==> src/rtl/spi_sbus_pkg.sv <==
// Shared constants and the controller state encoding for the SB_SPI bus master.
package spi_sbus_pkg;

   // SB_SPI register offsets (low address nibble)
   localparam logic [3:0] OFF_CR0  = 4'h8;
   localparam logic [3:0] OFF_CR1  = 4'h9;
   localparam logic [3:0] OFF_CR2  = 4'hA;
   localparam logic [3:0] OFF_BR   = 4'hB;
   localparam logic [3:0] OFF_SR   = 4'hC;
   localparam logic [3:0] OFF_TXDR = 4'hD;
   localparam logic [3:0] OFF_RXDR = 4'hE;
   localparam logic [3:0] OFF_CSR  = 4'hF;

   // SPISR flag positions
   localparam int SR_TRDY = 4;
   localparam int SR_RRDY = 3;

   // SPICSR value with every chip-select line deasserted (high)
   localparam logic [7:0] CSR_ALL_HIGH = 8'h0F;

   typedef enum logic [3:0] {
      ST_INIT_CR0,
      ST_INIT_CR1,
      ST_INIT_CR2,
      ST_INIT_BR,
      ST_INIT_CSR,
      ST_IDLE,
      ST_CS_ON,
      ST_POLL_TRDY,
      ST_WR_TX,
      ST_POLL_RRDY,
      ST_RD_RX,
      ST_CS_OFF,
      ST_FIN
   } state_t;

endpackage

==> src/rtl/spi_sbus_master_sbus_access.sv <==
// Single-access system-bus handshake engine.
// Handshake: a request is taken when req=1, no access is in flight and the
// previous access did not finish in the previous cycle (that cycle is the
// mandatory stb-low gap). stb/rw/addr/wdata then stay frozen until sb_ack=1
// is sampled; stb drops on that edge, read data is captured from that same
// ack cycle and done pulses for exactly one cycle afterwards.
module sbus_access (
   input  logic       clk,
   input  logic       rst,
   input  logic       req,
   input  logic       rw,
   input  logic [7:0] addr,
   input  logic [7:0] wdata,
   output logic       busy,
   output logic       done,
   output logic [7:0] rdata,
   output logic       sb_stb,
   output logic       sb_rw,
   output logic [7:0] sb_addr,
   output logic [7:0] sb_wdata,
   input  logic [7:0] sb_rdata,
   input  logic       sb_ack
);

   assign busy = sb_stb;

   // Launch, hold and retire one bus access
   always_ff @(posedge clk) begin
      if (rst) begin
         sb_stb   <= 1'b0;
         sb_rw    <= 1'b0;
         sb_addr  <= 8'h00;
         sb_wdata <= 8'h00;
         done     <= 1'b0;
         rdata    <= 8'h00;
      end else begin
         done <= 1'b0;
         if (sb_stb) begin
            if (sb_ack) begin
               sb_stb <= 1'b0;
               done   <= 1'b1;
               if (!sb_rw) rdata <= sb_rdata;
            end
         end else if (req && !done) begin
            sb_stb   <= 1'b1;
            sb_rw    <= rw;
            sb_addr  <= addr;
            sb_wdata <= wdata;
         end
      end
   end

endmodule

==> src/rtl/spi_sbus_master.sv <==
// Sequencer for one SB_SPI hard IP: register init after reset, then
// single-byte transfers with status polling and SPICSR chip-select control.
module spi_sbus_master
   import spi_sbus_pkg::*;
#(
   parameter logic [3:0] BUS_ADDR74 = 4'b0000,
   parameter logic [5:0] SPI_BR     = 6'd12,
   parameter logic       CPOL       = 1'b0,
   parameter logic       CPHA       = 1'b0,
   parameter int         CS_SEL     = 2,
   parameter int         POLL_LIMIT = 1023
) (
   input  logic       clk,
   input  logic       rst,
   input  logic       start,
   input  logic [7:0] tx_data,
   input  logic       cs_hold,
   output logic       ready,
   output logic       done,
   output logic [7:0] rx_data,
   output logic       error,
   output logic       sb_stb,
   output logic       sb_rw,
   output logic [7:0] sb_addr,
   output logic [7:0] sb_wdata,
   input  logic [7:0] sb_rdata,
   input  logic       sb_ack
);

   localparam logic [7:0] CR2_VAL    = {1'b1, 1'b1, 3'b000, CPOL, CPHA, 1'b0};
   localparam logic [7:0] BR_VAL     = {2'b00, SPI_BR};
   localparam logic [7:0] CS_ON_VAL  = CSR_ALL_HIGH & ~(8'h01 << CS_SEL);
   localparam logic [9:0] POLL_LAST  = 10'(POLL_LIMIT - 1);

   state_t     state, state_next;
   logic [7:0] tx_q;
   logic       hold_q;
   logic       cs_on_q;
   logic [9:0] poll_cnt;

   logic       need_acc, acc_rw, acc_busy, acc_done, poll_timeout;
   logic [3:0] acc_off;
   logic [7:0] acc_wdata, acc_rdata;

   sbus_access u_acc (
      .clk      (clk),
      .rst      (rst),
      .req      (need_acc & ~acc_busy),
      .rw       (acc_rw),
      .addr     ({BUS_ADDR74, acc_off}),
      .wdata    (acc_wdata),
      .busy     (acc_busy),
      .done     (acc_done),
      .rdata    (acc_rdata),
      .sb_stb   (sb_stb),
      .sb_rw    (sb_rw),
      .sb_addr  (sb_addr),
      .sb_wdata (sb_wdata),
      .sb_rdata (sb_rdata),
      .sb_ack   (sb_ack)
   );

   assign ready = (state == ST_IDLE);
   assign done  = (state == ST_FIN);

   // Next state and the single bus access each state issues
   always_comb begin
      state_next   = state;
      need_acc     = 1'b0;
      acc_rw       = 1'b1;
      acc_off      = OFF_CR0;
      acc_wdata    = 8'h00;
      poll_timeout = 1'b0;
      case (state)
         ST_INIT_CR0: begin
            need_acc = 1'b1; acc_off = OFF_CR0; acc_wdata = 8'h00;
            if (acc_done) state_next = ST_INIT_CR1;
         end
         ST_INIT_CR1: begin
            need_acc = 1'b1; acc_off = OFF_CR1; acc_wdata = 8'h80;
            if (acc_done) state_next = ST_INIT_CR2;
         end
         ST_INIT_CR2: begin
            need_acc = 1'b1; acc_off = OFF_CR2; acc_wdata = CR2_VAL;
            if (acc_done) state_next = ST_INIT_BR;
         end
         ST_INIT_BR: begin
            need_acc = 1'b1; acc_off = OFF_BR; acc_wdata = BR_VAL;
            if (acc_done) state_next = ST_INIT_CSR;
         end
         ST_INIT_CSR: begin
            need_acc = 1'b1; acc_off = OFF_CSR; acc_wdata = CSR_ALL_HIGH;
            if (acc_done) state_next = ST_IDLE;
         end
         ST_IDLE: begin
            if (start) state_next = cs_on_q ? ST_POLL_TRDY : ST_CS_ON;
         end
         ST_CS_ON: begin
            need_acc = 1'b1; acc_off = OFF_CSR; acc_wdata = CS_ON_VAL;
            if (acc_done) state_next = ST_POLL_TRDY;
         end
         ST_POLL_TRDY: begin
            need_acc = 1'b1; acc_rw = 1'b0; acc_off = OFF_SR;
            if (acc_done) begin
               if (acc_rdata[SR_TRDY]) state_next = ST_WR_TX;
               else if (poll_cnt == POLL_LAST) begin
                  poll_timeout = 1'b1;
                  state_next   = ST_CS_OFF;
               end
            end
         end
         ST_WR_TX: begin
            need_acc = 1'b1; acc_off = OFF_TXDR; acc_wdata = tx_q;
            if (acc_done) state_next = ST_POLL_RRDY;
         end
         ST_POLL_RRDY: begin
            need_acc = 1'b1; acc_rw = 1'b0; acc_off = OFF_SR;
            if (acc_done) begin
               if (acc_rdata[SR_RRDY]) state_next = ST_RD_RX;
               else if (poll_cnt == POLL_LAST) begin
                  poll_timeout = 1'b1;
                  state_next   = ST_CS_OFF;
               end
            end
         end
         ST_RD_RX: begin
            need_acc = 1'b1; acc_rw = 1'b0; acc_off = OFF_RXDR;
            if (acc_done) state_next = hold_q ? ST_FIN : ST_CS_OFF;
         end
         ST_CS_OFF: begin
            need_acc = 1'b1; acc_off = OFF_CSR; acc_wdata = CSR_ALL_HIGH;
            if (acc_done) state_next = ST_FIN;
         end
         ST_FIN:  state_next = ST_IDLE;
         default: state_next = ST_INIT_CR0;
      endcase
   end

   // State register plus transfer datapath (latches, poll count, CS tracker)
   always_ff @(posedge clk) begin
      if (rst) begin
         state    <= ST_INIT_CR0;
         tx_q     <= 8'h00;
         hold_q   <= 1'b0;
         cs_on_q  <= 1'b0;
         poll_cnt <= 10'd0;
         rx_data  <= 8'h00;
         error    <= 1'b0;
      end else begin
         state <= state_next;
         // any state change clears the count, so each poll state starts at 0
         if (state_next != state) poll_cnt <= 10'd0;
         else if (acc_done && (state == ST_POLL_TRDY || state == ST_POLL_RRDY))
            poll_cnt <= poll_cnt + 10'd1;
         if (state == ST_IDLE && start) begin
            tx_q   <= tx_data;
            hold_q <= cs_hold;
            error  <= 1'b0;
         end
         if (poll_timeout) error <= 1'b1;
         if (state == ST_CS_ON  && acc_done) cs_on_q <= 1'b1;
         if (state == ST_CS_OFF && acc_done) cs_on_q <= 1'b0;
         if (state == ST_RD_RX  && acc_done) rx_data <= acc_rdata;
      end
   end

endmodule

==> config.mk <==
export PLATFORM = sky130hd
export DESIGN_NAME = spi_sbus_master
export DESIGN_NICKNAME = d
export VERILOG_FILES = /design/src/rtl/spi_sbus_pkg.sv /design/src/rtl/spi_sbus_master_sbus_access.sv /design/src/rtl/spi_sbus_master.sv
export SDC_FILE = /design/constraint.sdc
export NUM_CORES = 1
export LEC_CHECK = 0
export BUFFER_PORTS_ARGS = -buffer_cell sky130_fd_sc_hd__buf_4
export CAP_MARGIN = 40
export CORE_MARGIN = 2
export CORE_UTILIZATION = 57
export CTS_CLUSTER_SIZE = 16
export DETAILED_ROUTE_END_ITERATION = 8
export PLACE_DENSITY = 0.81
export SETUP_SLACK_MARGIN = 0.5
export SLEW_MARGIN = 20
export SYNTH_ARGS = -nofsm -noshare
export SYNTH_HDL_FRONTEND = slang
export SYNTH_HIERARCHICAL = 1
export SYNTH_SLANG_ARGS = --single-unit
export TNS_END_PERCENT = 100
==> constraint.sdc <==
create_clock -name clk -period 4.64 [get_ports clk]
set_clock_uncertainty 0.2 [all_clocks]
set_input_delay 0.232 -clock clk [delete_from_list [all_inputs] [get_ports clk]]
set_output_delay 0.232 -clock clk [all_outputs]
set_load 0.02 [all_outputs]
==> results.sh, run 1 <==
export IMPL_ys_flop_type="dfxtp_1"
export IMPL_num_antenna_cells=0
export IMPL_postCtsSetupBuffers=0
export IMPL_maxCapViolCount=0
export IMPL_crit_type="flip-flop to flip-flop"
export IMPL_syn_avg_cell_area_um2=8.33
export IMPL_cts_resized=0
export IMPL_antenna_found_initial=0
export IMPL_critPathBufInv=1
export IMPL_tns_ns=0
export IMPL_critPathTopFamily="flip-flops"
export IMPL_clock_path_buffers=2
export IMPL_worstHoldStart="rst"
export IMPL_irDropWorstVdd_v=0.000188
export IMPL_slew_violations=0
export IMPL_rows=26
export IMPL_r2r_end="poll_cnt[6]$_SDFFE_PP0P_"
export IMPL_status="finished, final reports clean"
export IMPL_finalCriticalPeriod_ns=2.77
export IMPL_ff2ff_setup_slack_ns=1.87
export IMPL_grt_max_degree=77
export IMPL_synthTopCellsByArea="dfxtp_1 40%, nand2b_1 11%, mux2i_1 8.6%"
export IMPL_hp_class="input port to flip-flop"
export IMPL_yosysSeqAreaShare_pct=39.8
export IMPL_grtUsageTotal_pct=22.7
export IMPL_synth_cell_area_um2=3020
export IMPL_start_util_pct=59.0
export IMPL_worstHoldEndpoint="u_acc/done$_SDFF_PP0_"
export IMPL_cts_sinks=60
export IMPL_routedWlPerCell_um=13.0
export IMPL_num_fill_cells=392
export IMPL_cp_required_ns=4.64
export IMPL_cts_htree_levels=3
export IMPL_min_delay_path_depth=2
export IMPL_cts_tree="done"
export IMPL_crit_arrival_ns=2.77
export IMPL_power_density_nw_per_um2=307
export IMPL_ant_nets=0
export IMPL_path_cells="or3b_4 > a21boi_0 > buf_2 > and4_1 > xnor2_1 > nor2_1"
export IMPL_drive_gt1_share_pct=16.5
export IMPL_dieArea_um2=5890
export IMPL_wl_um=6430
export IMPL_synth_commonest_cells="60 x dfxtp_1, 54 x nand2b_1, 39 x nand2_1"
export IMPL_dr_pass1_iters=5
export IMPL_finalPower_mw=1.15
export IMPL_critPathMaxFanout=25
export IMPL_via_per_inst=5.27
export IMPL_grt_pass1_vias=2422
export IMPL_gp_routability_congestion=0.874
export IMPL_worst_slew_pin_slew_ns=0.703
export IMPL_yosysUniqueCellTypes=49
export IMPL_yosys_warnings=6
export IMPL_synth_top_area_share_pct=39.8
export IMPL_drt_iter0_drc=187
export IMPL_setup_viol=0
export IMPL_ys_ff_latch=60
export IMPL_clk_latency_ns=0.33
export IMPL_grt_overflow_total=0
export IMPL_coreArea_um2=5110
export IMPL_synth_edf_count=0
export IMPL_max_freq_mhz=361
export IMPL_worst_r2r_cell_count=6
export IMPL_port_buffers=49
export IMPL_synth_cells=362
export IMPL_async_flop_share_pct=0
export IMPL_drc_errors=0
export IMPL_nets=443
export IMPL_seq_area_um2=1200
export IMPL_dp_hpwl_um=4260
export IMPL_die_y_um=76.7
export IMPL_pin_count=50
export IMPL_fin_crit_sh_pct=59.7
export IMPL_clkSlewWorstSetupHoldPaths_ns=0.06
export IMPL_slew_headroom_pct=53.0
export IMPL_hold_buffers=18
export IMPL_critPathCaptureType="flip-flop"
export IMPL_die_w_um=76.7
export IMPL_hold_viol=0
export IMPL_rsz0062_at_grt="no"
export IMPL_cts_buffers=9
export IMPL_slowest_stage="dfxtp_1"
export IMPL_cts_root_buffer="clkbuf_8"
export IMPL_max_stage_delay_ns=0.77
export IMPL_worstSetupStartpointType="flip-flop"
export IMPL_reg2reg_from="state[3]$_SDFF_PP0_"
export IMPL_grt_pass1_wl_um=10800
export IMPL_p_leak_nw=1.43
export IMPL_yosysTopAreaCell="dfxtp_1"
export IMPL_area_delta_synth_final_pct=24.0
export IMPL_synthMostInstantiatedCell="dfxtp_1"
export IMPL_vias=2610
export IMPL_multiInputGateArea_um2=1670
==> placed cells by master, fill, tap and decap left out, types with 6 or more instances in the layout <==
master	count
dfxtp_1	60
nand2b_1	54
buf_4	49
nand2_1	39
a21oi_1	29
mux2i_1	26
nor2_1	24
o21ai_0	20
dlygate4sd3_1	18
clkbuf_8	12
inv_1	7
and3_1	7
nor2b_1	6
a31oi_1	6
xnor2_1	6
nand3_1	6
==> worst max path at each step <==
stage                                           to           startpoint  slack [ns]  cells after the start
after floorplan           poll_cnt[1]$_SDFFE_PP0P_  state[3]$_SDFF_PP0_        2.59                      6
after global placement    poll_cnt[6]$_SDFFE_PP0P_  state[3]$_SDFF_PP0_        1.72                      5
after detailed placement  poll_cnt[6]$_SDFFE_PP0P_  state[3]$_SDFF_PP0_        1.88                      6
after CTS                 poll_cnt[6]$_SDFFE_PP0P_  state[3]$_SDFF_PP0_        1.88                      6
after global routing      poll_cnt[6]$_SDFFE_PP0P_  state[3]$_SDFF_PP0_        1.65                      6
final                     poll_cnt[6]$_SDFFE_PP0P_  state[3]$_SDFF_PP0_        1.87                      6
==> area by class of cell <==
| class | count | share of cell area (%) |
|---|---|---|
| Tap cell | 70 | 2.34 |
| Inverter | 7 | 0.703 |
| Clock inverter | 1 | 0.134 |
| Multi-Input combinational cell | 273 | 44.8 |
| Sequential cell | 60 | 32.1 |
| Clock buffer | 15 | 4.72 |
| Timing Repair Buffer | 69 | 15.2 |
==> sequential cells by signal, indices dropped and copies added (netlist names) <==
register / count
poll_cnt: 10
rx_data: 8
tx_q: 8
u_acc/rdata: 8
u_acc/sb_addr: 8
u_acc/sb_wdata: 8
state: 4
cs_on_q: 1
error: 1
hold_q: 1
u_acc/busy: 1
u_acc/done: 1
u_acc/sb_rw: 1
==> power breakdown <==
| group | switching, mW | internal, mW |
|---|---|---|
| Combinational | 0.0814 | 0.0849 |
| Clock | 0.190 | 0.238 |
| Sequential | 0.0230 | 0.532 |
| Total | 0.294 | 0.855 |
==> metal layers <==
metal / vias up / GRT usage, % / part of all wire, %
met3: 11 / 6.94 / 5.3
li1: 1337 / - / -
met2: 78 / 35.1 / 46
met5: - / 0 / 0
met4: 0 / 7.09 / 1.2
met1: 1184 / 30.4 / 47
==> worst reg2reg max path: stages, from the launching register on <==
cell and delay, ns:
dfxtp_1 0.77, or3b_4 0.48, a21boi_0 0.52, buf_2 0.28, and4_1 0.23, xnor2_1 0.12, nor2_1 0.05
==> cell families after synthesis <==
logic type               after synthesis  synth area share (%)
AO/OA/AOI/OAI                         70                  13.8
XOR/XNOR                              10                  2.90
adder cells (fa/ha/maj)                2                 0.830
buffers and inverters                 32                  5.23
flip-flops                            60                  39.8
multiplexers                          26                  8.63
other                                  2                 0.249
AND/OR/NAND/NOR                      160                  28.5
==> stage by stage <==
stage / cell area [um2] / hold WS, ns / setup slack [ns] / util (%) / std cells
final: 3740 / 0.201 / 1.87 / 73.2 / 495
after global routing: 3740 / 0.223 / 1.65 / 73.2 / 495
after global placement: 3360 / 0.243 / 1.72 / 65.7 / 459
after detailed placement: 3380 / 0.251 / 1.88 / 66.1 / 461
after floorplan: 3030 / 0.101 / 2.59 / - / 365
after CTS: 3740 / 0.193 / 1.88 / 73.2 / 495
No activity file was read; power rests on OpenSTA's default activity.
==> inputs of run 2 (changes only) <==
--- a/config.mk
+++ b/config.mk
@@ -8,10 +8,10 @@
 export BUFFER_PORTS_ARGS = -buffer_cell sky130_fd_sc_hd__buf_4
 export CAP_MARGIN = 40
 export CORE_MARGIN = 2
-export CORE_UTILIZATION = 57
+export CORE_UTILIZATION = 51
 export CTS_CLUSTER_SIZE = 16
 export DETAILED_ROUTE_END_ITERATION = 8
-export PLACE_DENSITY = 0.81
+export PLACE_DENSITY = 0.76
 export SETUP_SLACK_MARGIN = 0.5
 export SLEW_MARGIN = 20
 export SYNTH_ARGS = -nofsm -noshare
==> constraint.sdc (replaced) <==
create_clock -name clk -period 2.3 [get_ports clk]
set_clock_uncertainty 0.2 [all_clocks]
set_input_delay 0.115 -clock clk [delete_from_list [all_inputs] [get_ports clk]]
set_output_delay 0.115 -clock clk [all_outputs]
set_load 0.02 [all_outputs]
==> run 2 against run 1 <==
Against the previous run:
- combinational power grew to 2.8 times the previous value
- total power up 110%
- critical endpoint is now poll_cnt[1]$_SDFFE_PP0P_
- first-iteration DRC count up 17%
- non-clock buffer count up 44
- hold slack worse by 0.059 ns
- sequential share of layout area is 3.6 points lower
- critical path type unchanged
- via count grew 16%
- cell count is 9.9% higher
- sequential power increased by 100%
- maximum frequency grew 39%
==> results.sh, run 2 (synthesis gave the netlist of run 1 again) <==
export IMPL_num_fill_cells=418
export IMPL_slew_headroom_pct=65.3
export IMPL_largest_reg_flops=10
export IMPL_wl_met1_um=3610
export IMPL_top_register="poll_cnt"
export IMPL_clock_path_buffers=2
export IMPL_area_delta_synth_final_pct=41.8
export IMPL_clkSlewWorstSetupHoldPaths_ns=0.07
export IMPL_antenna_found_initial=0
export IMPL_worstHoldStart="start"
export IMPL_worst_slew_pin_slew_ns=0.518
export IMPL_start_util_pct=51.9
export IMPL_cp_required_ns=2.36
export IMPL_maxCapViolCount=0
export IMPL_highest_layer="met4"
export IMPL_reg2reg_from="state[3]$_SDFF_PP0_"
export IMPL_cts_htree_levels=3
export IMPL_ff2ff_setup_slack_ns=0.31
export IMPL_dr_pass1_iters=5
export IMPL_dr_wl_met2_um=4000
export IMPL_critPathCaptureType="flip-flop"
export IMPL_tns_ns=0
export IMPL_grt_pass1_vias=2674
export IMPL_irDropWorstVdd_v=0.000424
export IMPL_cts_sinks=60
export IMPL_dp_hpwl_um=4750
export IMPL_critPathBufInv=0
export IMPL_layout_commonest_cell="buf_4"
export IMPL_die_y_um=80.9
export IMPL_setup_viol=0
export IMPL_ant_nets=0
export IMPL_max_freq_mhz=504
export IMPL_wl_um=8470
export IMPL_path_cells="or3b_4 > o22ai_4 > a31oi_4 > or4_4 > a211oi_2"
export IMPL_finalPower_mw=2.41
export IMPL_coreArea_um2=5820
export IMPL_crit_type="flip-flop to flip-flop"
export IMPL_max_stage_delay_ns=0.49
export IMPL_critPathTopFamily="simple AND/OR/NAND/NOR gates"
export IMPL_hp_class="input port to flip-flop"
export IMPL_grtUsageTotal_pct=24.8
export IMPL_routedWlPerCell_um=15.6
export IMPL_vias=3018
export IMPL_p_leak_nw=1.69
export IMPL_hold_viol=0
export IMPL_wl_met3_um=499
export IMPL_via_per_inst=5.55
export IMPL_die_w_um=80.9
export IMPL_dieArea_um2=6540
export IMPL_drt_iter0_drc=218
export IMPL_rsz0062_at_grt="yes"
export IMPL_grt_pass1_wl_um=12500
export IMPL_min_delay_path_depth=4
export IMPL_grt_overflow_total=0
export IMPL_layout_common_cells="84 x buf_4, 54 x nand2b_1, 53 x dfxtp_1"
export IMPL_cts_tree="done"
export IMPL_worst_r2r_cell_count=5
export IMPL_cts_root_buffer="clkbuf_8"
export IMPL_fin_hold_ws_ns=0.143
export IMPL_fin_util_pct=73.5
export IMPL_crit_arrival_ns=2.05
export IMPL_pin_count=50
export IMPL_slew_violations=0
export IMPL_r2r_end="poll_cnt[1]$_SDFFE_PP0P_"
export IMPL_worstHoldEndpoint="hold_q$_SDFFE_PP0P_"
export IMPL_placed_area_um2=3520
export IMPL_place_inst=483
export IMPL_nets=488
export IMPL_port_buffers=49
export IMPL_clk_latency_ns=0.34
export IMPL_num_antenna_cells=0
export IMPL_cts_buffers=9
export IMPL_layout_cells_non_filler=544
export IMPL_fin_crit_sh_pct=86.3
export IMPL_worst_slack_ns=0.314
export IMPL_slowest_stage="or4_4"
export IMPL_finalCriticalPeriod_ns=1.99
export IMPL_pre_cts_slack_ns=0.0590
export IMPL_drive_gt1_share_pct=31.6
export IMPL_status="finished, final reports clean"
export IMPL_worstSetupStartpointType="flip-flop"
export IMPL_drc_errors=0
export IMPL_final_cell_area_um2=4280
export IMPL_grt_max_degree=54
export IMPL_power_density_nw_per_um2=565
export IMPL_critPathMaxFanout=5
export IMPL_rows=28
export IMPL_gp_routability_congestion=0.869
## run 2: changes by cell type in the layout (fill, tap and decap cells not counted), sizes merged
cell,previous run,this run
or4,1,2
clkinv,1,2
buf,51,93
inv,7,5
dlygate4sd3,18,19
clkbuf,15,14
clkinvlp,0,2
## run 2: worst max path at each step
stage               cells past startpoint  slack (ns)                 from                       end
global placement                        5        0.10  state[1]$_SDFF_PP0_  poll_cnt[1]$_SDFFE_PP0P_
finish                                  5        0.31  state[3]$_SDFF_PP0_  poll_cnt[1]$_SDFFE_PP0P_
floorplan                               6        0.31  state[3]$_SDFF_PP0_  poll_cnt[1]$_SDFFE_PP0P_
global route                            8        0.25  state[1]$_SDFF_PP0_  poll_cnt[9]$_SDFFE_PP0P_
detailed placement                      5        0.06  state[1]$_SDFF_PP0_  poll_cnt[1]$_SDFFE_PP0P_
CTS                                     5        0.36  state[3]$_SDFF_PP0_  poll_cnt[1]$_SDFFE_PP0P_
## run 2: cell type report
cell class                      instances  area [um2]  share of cell area (%)
Timing Repair Buffer                  113         932                    21.8
Tap cell                               75        93.8                    2.19
Clock buffer                           13         159                    3.72
Sequential cell                        60        1220                    28.5
Clock inverter                          2        10.0                   0.234
Multi-Input combinational cell        274        1830                    42.7
Inverter                                7        33.8                   0.790
## run 2: timing repair
action                                  4_1_cts  5_1_grt
endpoints found under the setup margin       45       49
hold buffers                                 19        0
hold endpoints to repair                     20        0
pin swaps                                     4        8
setup buffers                                12       12
cloned                                        1        2
resized for setup                            22       36
## run 2: where the power goes
part           switching [mW]  total (mW)  internal (mW)
logic                   0.227       0.472          0.245
registers              0.0390        1.11           1.07
clock network           0.390       0.831          0.441
## run 2: routing by layer
layer,GRT usage [%],vias up
met2,39.0,136
met4,12.7,0
met5,0,-
li1,-,1438
met3,4.44,40
met1,32.7,1404
## run 2: worst reg2reg max path: cells and delay by family, from the launching register on
family          cells  cell delay, ns
compound gates      3            0.43
flops               1            0.38
simple gates        2            0.91
==> inputs of run 3 (changes only) <==
==> constraint.sdc (replaced) <==
create_clock -name clk -period 2.3 [get_ports clk]
set_clock_uncertainty 0.2 [all_clocks]
set_input_delay 0.345 -clock clk [delete_from_list [all_inputs] [get_ports clk]]
set_output_delay 0.345 -clock clk [all_outputs]
set_load 0.02 [all_outputs]
==> run 3 against run 2 <==
Against the previous run:
- sequential power barely moved
- critical endpoint is now state[0]$_SDFF_PP0_
- largest power group unchanged
- register-to-register slack got worse by 0.09 ns
- critical path type unchanged
- clock power rose by 26%
- die area did not move
- sequential share of layout area rose by 0.32 points
- global-route usage fell by 0.58 points
==> results.sh, run 3 (synthesis gave the netlist of run 1 again) <==
export IMPL_status="finished, final reports clean"
export IMPL_p_leak_nw=1.65
export IMPL_cp_required_ns=2.31
export IMPL_num_antenna_cells=0
export IMPL_top_register="poll_cnt"
export IMPL_fin_crit_sh_pct=90.4
export IMPL_critPathMaxFanout=5
export IMPL_die_y_um=80.9
export IMPL_coreArea_um2=5820
export IMPL_layout_commonest_cell="buf_4"
export IMPL_rows=28
export IMPL_critPathTopFamily="compound AO/OA/AOI/OAI gates"
export IMPL_start_util_pct=51.9
export IMPL_ant_nets=0
export IMPL_fin_util_pct=72.0
export IMPL_multiInputGateArea_um2=1810
export IMPL_crit_arrival_ns=2.09
export IMPL_irDropWorstVdd_v=0.000454
export IMPL_largest_reg_flops=10
export IMPL_layout_common_cells="82 x buf_4, 57 x dfxtp_1, 53 x nand2b_1"
export IMPL_drt_iter0_drc=292
export IMPL_hp_class="input port to flip-flop"
export IMPL_gp_routability_congestion=0.903
export IMPL_port_buffers=49
export IMPL_grtUsageTotal_pct=24.3
export IMPL_seq_area_um2=1210
export IMPL_hold_buffers=0
export IMPL_setup_viol=0
export IMPL_antenna_found_initial=0
export IMPL_slew_violations=0
export IMPL_slowest_stage="dfxtp_4"
export IMPL_path_common_cell="buf_4"
export IMPL_maxCapViolCount=0
export IMPL_clock_path_buffers=2
export IMPL_cts_buffers=9
export IMPL_num_fill_cells=439
export IMPL_via_per_inst=5.63
export IMPL_cts_sinks=60
export IMPL_worst_slew_pin_slew_ns=0.590
export IMPL_dr_pass1_iters=5
export IMPL_max_freq_mhz=481
export IMPL_power_density_nw_per_um2=637
export IMPL_path_cells="buf_4 > buf_4 > nor2b_2 > buf_4 > o32ai_1 > a31oi_1 > nor4b_2 > a311oi_1"
export IMPL_cts_htree_levels=3
export IMPL_wl_um=8350
export IMPL_die_w_um=80.9
export IMPL_nets=470
export IMPL_area_delta_synth_final_pct=38.8
export IMPL_grt_pass1_vias=2619
export IMPL_critPathBufInv=3
export IMPL_place_inst=483
export IMPL_cts_root_buffer="clkbuf_8"
export IMPL_layout_cells_non_filler=527
export IMPL_vias=2966
export IMPL_grt_max_degree=76
export IMPL_hold_viol=0
export IMPL_drive_gt1_share_pct=31.6
export IMPL_tns_ns=0
export IMPL_grt_pass1_wl_um=12100
export IMPL_crit_type="flip-flop to flip-flop"
export IMPL_grt_overflow_total=0
export IMPL_critPathCaptureType="flip-flop"
export IMPL_max_stage_delay_ns=0.35
export IMPL_routedWlPerCell_um=15.8
export IMPL_pin_count=50
export IMPL_finalCriticalPeriod_ns=2.08
export IMPL_clk_latency_ns=0.35
export IMPL_rsz0062_at_grt="yes"
export IMPL_cts_tree="done"
export IMPL_dp_hpwl_um=4400
export IMPL_dieArea_um2=6540
export IMPL_worstSetupStartpointType="flip-flop"
export IMPL_clkSlewWorstSetupHoldPaths_ns=0.07
export IMPL_slew_headroom_pct=60.7
export IMPL_drc_errors=0
run 3: changes by cell type in the layout (fill, tap and decap cells not counted), sizes merged:
cell / before / now
clkinv: 2 / 3
dlygate4sd3: 19 / 0
clkdlybuf4s15: 0 / 1
bufinv: 0 / 2
clkbuf: 14 / 13
buf: 93 / 92
run 3: power breakdown:
group	switching (mW)	internal, mW
combinational	0.246	0.262
clock	0.421	0.634
sequential	0.0301	1.07
run 3: cell type report:
cell class / count / share of cell area (%)
Clock buffer: 11 / 3.38
Clock inverter: 5 / 1.79
Inverter: 7 / 0.807
Multi-Input combinational cell: 274 / 43.3
Sequential cell: 60 / 28.8
Tap cell: 75 / 2.24
Timing Repair Buffer: 95 / 19.6
run 3: path summary, 6_finish.rpt:
kind,from,to,slack (ns),cells after the start
min,tx_data[4],tx_q[4]$_SDFFE_PP0P_,0.04,3
max,state[1]$_SDFF_PP0_,state[0]$_SDFF_PP0_,0.22,8
max reg2reg,state[1]$_SDFF_PP0_,state[0]$_SDFF_PP0_,0.22,8
min reg2reg,tx_q[4]$_SDFFE_PP0P_,tx_q[4]$_SDFFE_PP0P_,0.26,2
run 3: worst reg2reg max path, cell delays in order, from the launching register on:
cell	delay, ns
dfxtp_4	0.35
buf_4	0.13
buf_4	0.15
nor2b_2	0.16
buf_4	0.15
o32ai_1	0.09
a31oi_1	0.33
nor4b_2	0.30
a311oi_1	0.08
run 3: timing repair:
| item | CTS | global route |
|---|---|---|
| endpoints found under the hold margin | 0 | 0 |
| resized for setup | 26 | 22 |
| pin swaps | 7 | 8 |
| endpoints found under the setup margin | 33 | 41 |
| cloned | 1 | 3 |
| setup buffers | 13 | 11 |
run 3: per-layer routing:
layer,part of all wire [%],vias up,routed length [um],global-route usage [%]
li1,-,1408,-,-
met4,3.1,0,256,13.1
met3,7.2,29,599,5.44
met2,48,140,3970,38.1
met5,0,-,0,0
met1,42,1389,3520,31.0
run 3: stage by stage:
| step | instance area [um2] | worst slack, ns | hold WS, ns | power [mW] |
|---|---|---|---|---|
| floorplan | 3040 | 0.307 | 0.214 | 1.37 |
| global placement | 3510 | 0.102 | 0.240 | 1.46 |
| detailed placement | 3510 | 0.0436 | 0.250 | 1.47 |
| CTS | 3950 | 0.225 | 0.0402 | 2.56 |
| global route | 4190 | 0.157 | 0.0430 | 2.75 |
| finish | 4190 | 0.220 | 0.0373 | 2.66 |
